**src/rtl/seq_array_mult.sv**
```systemverilog
// Sequential shift-and-add multiplier, one partial-product row per clock.
// Start/busy/done handshake with optional two's-complement operands.
module seq_array_mult #(
  parameter int WIDTH = 8
) (
  input  logic               clk,
  input  logic               rst_n,
  input  logic               start,
  input  logic               signed_mode,
  input  logic [WIDTH-1:0]   a,
  input  logic [WIDTH-1:0]   b,
  output logic               busy,
  output logic               done,
  output logic [2*WIDTH-1:0] p
);

  localparam int PW = 2 * WIDTH;
  localparam int CW = $clog2(WIDTH) + 1;

  typedef enum logic [1:0] {
    IDLE,
    RUN,
    DONE
  } state_t;

  state_t state;
  state_t state_nxt;

  logic [PW-1:0]    acc;
  logic [PW-1:0]    mcand;
  logic [WIDTH-1:0] mplier;
  logic [CW-1:0]    count;
  logic             neg;

  logic [WIDTH-1:0] mag_a;
  logic [WIDTH-1:0] mag_b;
  logic [PW-1:0]    acc_sum;
  logic [PW-1:0]    result;
  logic             last;
  logic             accept;

  // Operand magnitudes; -2^(W-1) negates to itself, read as unsigned.
  always_comb begin
    mag_a = a;
    mag_b = b;
    if (signed_mode && a[WIDTH-1]) mag_a = -a;
    if (signed_mode && b[WIDTH-1]) mag_b = -b;
  end

  // Next accumulator value and the sign-corrected final product.
  always_comb begin
    acc_sum = acc + (mplier[0] ? mcand : '0);
    result  = neg ? -acc_sum : acc_sum;
    last    = (count == CW'(WIDTH - 1));
    accept  = start && (state == IDLE || state == DONE);
  end

  // State register.
  always_ff @(posedge clk) begin
    if (!rst_n) state <= IDLE;
    else        state <= state_nxt;
  end

  // Next-state logic and handshake outputs.
  always_comb begin
    state_nxt = state;
    busy      = 1'b0;
    done      = 1'b0;
    unique case (state)
      IDLE: begin
        if (start) state_nxt = RUN;
      end
      RUN: begin
        busy = 1'b1;
        if (last) state_nxt = DONE;
      end
      DONE: begin
        done      = 1'b1;
        state_nxt = start ? RUN : IDLE;
      end
      default: state_nxt = IDLE;
    endcase
  end

  // Datapath: latch on accept, then one multiplier bit per RUN cycle.
  always_ff @(posedge clk) begin
    if (!rst_n) begin
      acc    <= '0;
      mcand  <= '0;
      mplier <= '0;
      count  <= '0;
      neg    <= 1'b0;
      p      <= '0;
    end else if (accept) begin
      acc    <= '0;
      mcand  <= {{WIDTH{1'b0}}, mag_a};
      mplier <= mag_b;
      count  <= '0;
      neg    <= signed_mode & (a[WIDTH-1] ^ b[WIDTH-1]);
    end else if (state == RUN) begin
      acc    <= acc_sum;
      mcand  <= mcand << 1;
      mplier <= mplier >> 1;
      count  <= count + CW'(1);
      if (last) p <= result;
    end
  end

endmodule

```
**config.mk**
```make
export PLATFORM = sky130hd
export DESIGN_NAME = seq_array_mult
export DESIGN_NICKNAME = d
export VERILOG_FILES = /design/src/rtl/seq_array_mult.sv
export SDC_FILE = /design/constraint.sdc
export NUM_CORES = 1
export LEC_CHECK = 0
export ABC_AREA = 1
export BUFFER_PORTS_ARGS = -buffer_cell sky130_fd_sc_hd__buf_4
export CAP_MARGIN = 20
export CORE_MARGIN = 3
export CORE_UTILIZATION = 30
export DETAILED_ROUTE_END_ITERATION = 8
export PLACE_DENSITY_LB_ADDON = 0.3
export SLEW_MARGIN = 20
export SYNTH_ARGS = -nofsm -noshare
export SYNTH_HDL_FRONTEND = slang
export SYNTH_SLANG_ARGS = --single-unit
export TNS_END_PERCENT = 50
```
**constraint.sdc**
```tcl
create_clock -name clk -period 4.15 [get_ports clk]
set_input_delay 0.6225 -clock clk [delete_from_list [all_inputs] [get_ports clk]]
set_output_delay 0.6225 -clock clk [all_outputs]
set_load 0.03 [all_outputs]
```
Yosys cells after proc, flatten, opt, wreduce, memory -nomap -nowiden

Index checks and enable logic that the tools add are counted.

Bits in registers: 63
Logic and storage cells: 45

Add/subtract/negate cells: 5
Equality and inequality tests: 5
Muxes and demuxes: 14
Bitwise operators: 4
Reduce and logical (&&, ||, !) cells: 9

Operators with widths:

| kind                                                                   | number |
|---|---|
| 8-bit two-way mux                                                      | 6 |
| 16-bit two-way mux                                                     | 2 |
| 16-bit adder                                                           | 1 |
| 16-bit negator                                                         | 1 |
| 8-bit negator                                                          | 2 |
| 2-bit one-hot mux with 3 select lines                                  | 1 |
| 4-bit by 1-bit adder with 4-bit output (second input constant)         | 1 |
| 4-bit by 3-bit equality test with 1-bit output (second input constant) | 1 |
| 2-bit two-way mux                                                      | 2 |
| 2-bit inequality test (second input constant)                          | 2 |
| 1-bit logical AND                                                      | 3 |
| 1-bit two-way mux                                                      | 3 |
| 3-bit AND reduction                                                    | 1 |
| 2-bit by 1-bit equality test with 1-bit output (second input constant) | 1 |
| 2-bit equality test (second input constant)                            | 1 |
| 2-bit logical NOT                                                      | 1 |
| 1-bit inverter                                                         | 2 |
| 2-bit AND reduction                                                    | 1 |
| 2-bit nonzero test                                                     | 1 |
| 2-bit OR reduction                                                     | 1 |
| 1-bit bitwise AND                                                      | 1 |
| 1-bit logical OR                                                       | 1 |
| 1-bit XOR                                                              | 1 |

Longest topological paths before layout

Depth in word-level cells: 5
Mapped depth: 23
Mapped depth without buffers: 21

Worst setup path before layout

Ideal clock, no wire load.

Path kind: reg2reg
From: register mplier[0]
To: register p[14]
Library setup time: 0.117 ns
Arrival: 2.728 ns
Data required time: 4.033 ns
Setup slack: 1.305 ns
Cell stages (with the launch flop): 20
Path buffers: 2
Period minus slack after synthesis: 2.845 ns
Path through: dfxtp_1 clkbuf_1 clkbuf_1 nand2_1 inv_1 ha_1 inv_1 fa_1 ha_1 inv_1 nor2_4 nand3_2 nor2_2 nand2_4 nor2_4 nand3_2 nand2_2 a21oi_1 nor2_1 nor2_1

Cells in the longest elaborated chain, start to end: 4

RTL lines:

| element                  | RTL line | text |
|---|---|---|
| start: declaration       | 31       | `logic [WIDTH-1:0] mplier;` |
| start signal: assignment | 97       | `mplier <= mag_b;` |
| start signal: assignment | 103      | `mplier <= mplier >> 1;` |
| 16-bit two-way mux (*)   | 52       | `acc_sum = acc + (mplier[0] ? mcand : '0);` |
| 16-bit adder (*)         | 52       |  |
| 16-bit negator           | 53       | `result = neg ? -acc_sum : acc_sum;` |
| 16-bit two-way mux (*)   | 53       |  |
| end signal: assignment   | 105      | `if (last) p <= result;` |
| end: declaration         | 14       | `output logic [2*WIDTH-1:0] p` |

Mark *: on every way between the ends. The rest lies on a longest branch, timed or not.
A chain may end at the register's enable or synchronous reset.

Final worst setup path

From: register mplier[0]
To: register p[10]

The elaborated chain is that of the path after synthesis.

==> out/results.tsv <==
stage	metric	value	unit
outcome	outcome	complete, no violations	
global_route	vias in the first global route	3680	
logic_synthesis	Syn Inst Count	664	
place	Port Buffers	37	
clock_network	cts bufs inserted	9	
sta	Slew Viols, Final	0	
global_route	total gr overflow	0	
clock_network	setup bufs post-CTS	0	
drt	Post-route DRC	0	
logic_synthesis	Synth area leaders	dfxtp_1 (29%), nand2_1 (16%), inv_1 (8.5%)	
critical_path	Crit Path Class	reg2reg	
power	peak supply drop	0.184	mV
logic_synthesis	leading area contributor after synthesis	dfxtp_1	
finish	nets	733	
sta	final hold vios	0	
die	DIE AREA	0.0158	mm2
global_route	GR Util All Layers	13.4	%
place	placed insts	862	
place	Post-DP HPWL	8.01	mm
clock_network	clk sink count	63	
die	core area	0.0140	mm2
finish	register area	0.00126	mm2
finish	Non-Filler Instances	878	
critical_path	crit path capture type	register	
logic_synthesis	yosys warns	0	
die	die width	126	um
critical_path	reg2reg setup slack	1.19	ns
worst_hold_path	Hold Crit Class	reg2reg	
clock_network	depth of the CTS H-tree	3	
clock_network	cts repair resizes	0	
die	I/O pin count	38	
finish	final core occ	36.2	%
logic_synthesis	sequential fraction of the synthesis area	29.3	%
run	# Max-Cap Violations	0	
global_route	first-pass GRT wire length	17.7	mm
power	pwr/cell area	343	mW/mm2
die	FP Rows	43	
die	Die Ht	126	um
logic_synthesis	Synth top area share	29.3	%
logic_synthesis	Post-synth top flop	dfxtp_1	
logic_synthesis	Post-synth EDFFs	0	
logic_synthesis	Syn Std Cell Area	0.00431	mm2
finish	fraction of layout cells with a size suffix above 1	16.9	%
global_route	initial antenna violation count	0	
sta	worst setup margin	1.19	ns
sta	endpoints failing setup	0	
power	P_leak	2.55	nW
die	Initial Util	30.8	%
sta	RSZ-0062 raised after global routing	no	
drt	drt total wl	10.4	mm
place	Place WS	1.15	ns
logic_synthesis	ys async rst share	0	%
sta	Fin Setup TNS	0	ns
logic_synthesis	Syn Area/Cell	6.49	um2
clock_network	Hold Buf Count CTS	0	
clock_network	clock-pin slew on the worst setup and hold paths	0.06	ns
sta	Tmin final	2.96	ns
sta	Least-Margin Pin Slew	0.715	ns
clock_network	CTS root buf	clkbuf_16	
logic_synthesis	Seq cells post-synth	63	
finish	antenna fix cells	0	
critical_path	RR Startpoint	mplier[0]	
finish	multi-input logic area	0.00255	mm2
clock_network	Bufs on Longest Clock Path	2	
sta	FMAX	337	MHz
critical_path	Max Fanout on Critical Path	17	
drt	length of the first detailed-routing pass in iterations	4	
drt	vias per inst	4.49	
critical_path	worst setup path startpoint	mplier[0]	
logic_synthesis	Yosys cell types	36	
drt	DR vias	3944	
finish	most common cell after layout, fill and taps aside	nand2_1	
critical_path	critical path arrival	3.24	ns
clock_network	Skew-Pair Late Insertion Delay	0.33	ns
sta	Worst Clk Skew	0.00843	ns
worst_hold_path	min-delay src	mplier[2]	
drt	DRT antenna net count	0	
drt	Starting DRT DRC Count	221	
place	gpl congestion	0.878	
clock_network	CTS tree	built	
logic_synthesis	Mapped Nets	704	
critical_path	CP Launch Type	register	
sta	max_slew headroom	52.3	%
finish	Fillers	1517	
finish	most frequent cells in the layout	nand2_1 (183), inv_1 (98), dfxtp_1 (63)	
sta	final period utilization	71.4	%
critical_path	WP data required	4.42	ns
drt	DR WL/cell	11.8	um
finish	area grow syn2layout	17.6	%
global_route	largest net degree at the start of global routing	45	
==> critical path, stage by stage, from the launching register on <==
cell,delay (ns)
dfxtp_1,0.65
nand2_1,0.09
inv_1,0.08
ha_1,0.23
inv_1,0.09
fa_1,0.55
ha_1,0.16
inv_1,0.07
nor2_4,0.10
nand3_2,0.08
nor2_2,0.13
nand2_4,0.07
nor2_4,0.11
nand2_1,0.06
nand2_1,0.06
xor2_1,0.21
o21ai_0,0.10
inv_1,0.05
==> final timing paths <==
kind	to	depth (start not counted)
setup / recovery	p[10]	17
hold / removal	mplier[2]	2
setup reg to reg	p[10]	17
hold reg to reg	mplier[2]	2
==> synthesized netlist by cell type (6+ instances only) <==
cell type / n
a21oi_1: 46
clkbuf_1: 17
dfxtp_1: 63
ha_1: 19
inv_1: 98
inv_2: 7
nand2_1: 183
nand2_2: 27
nand2_4: 6
nand3_1: 30
nand3_2: 7
nand4_1: 6
nor2_1: 40
nor3_1: 7
o211ai_1: 14
o21ai_0: 39
xor2_1: 12
==> power breakdown <==
part	switching (mW)	internal, mW
combinational	0.177	0.0988
clock	0.273	0.542
sequential	0.0211	0.628
==> cell type report <==
class | count | share of cell area [%]
Multi-Input combinational cell | 472 | 50.4
Clock buffer | 11 | 4.79
Tap cell | 180 | 4.44
Clock inverter | 5 | 1.60
Inverter | 106 | 7.85
Timing Repair Buffer | 41 | 6.07
Sequential cell | 63 | 24.9
==> cells by family after synthesis <==
| family | after synthesis | synth area share (%) |
|---|---|---|
| AND/OR/NAND/NOR | 324 | 35.3 |
| buffers and inverters | 129 | 11.7 |
| AO/OA/AOI/OAI | 114 | 14.9 |
| flip-flops | 63 | 29.3 |
| adder cells (fa/ha/maj) | 20 | 5.98 |
| XOR/XNOR | 14 | 2.84 |
==> routing by layer <==
metal	part of all wire [%]	global-route usage, %
met2	42	19.6
met3	3.2	2.71
met4	2.1	5.30
met1	52	19.4
met5	0	0
==> through the flow <==
stage	area (um2)	hold WS, ns	power (mW)
after floorplan	4310	0.441	0.870
after global placement	4750	0.452	0.938
after detailed placement	4750	0.454	0.941
after CTS	5070	0.463	1.76
after global routing	5070	0.488	1.83
final	5070	0.464	1.74
==> flip-flops by register name, summed over array words and instances (netlist names) <==
name / flops
p: 16
mplier: 8
count: 4
acc: 16
neg: 1
state: 2
mcand: 16
Power figures use the tool's default switching activity.
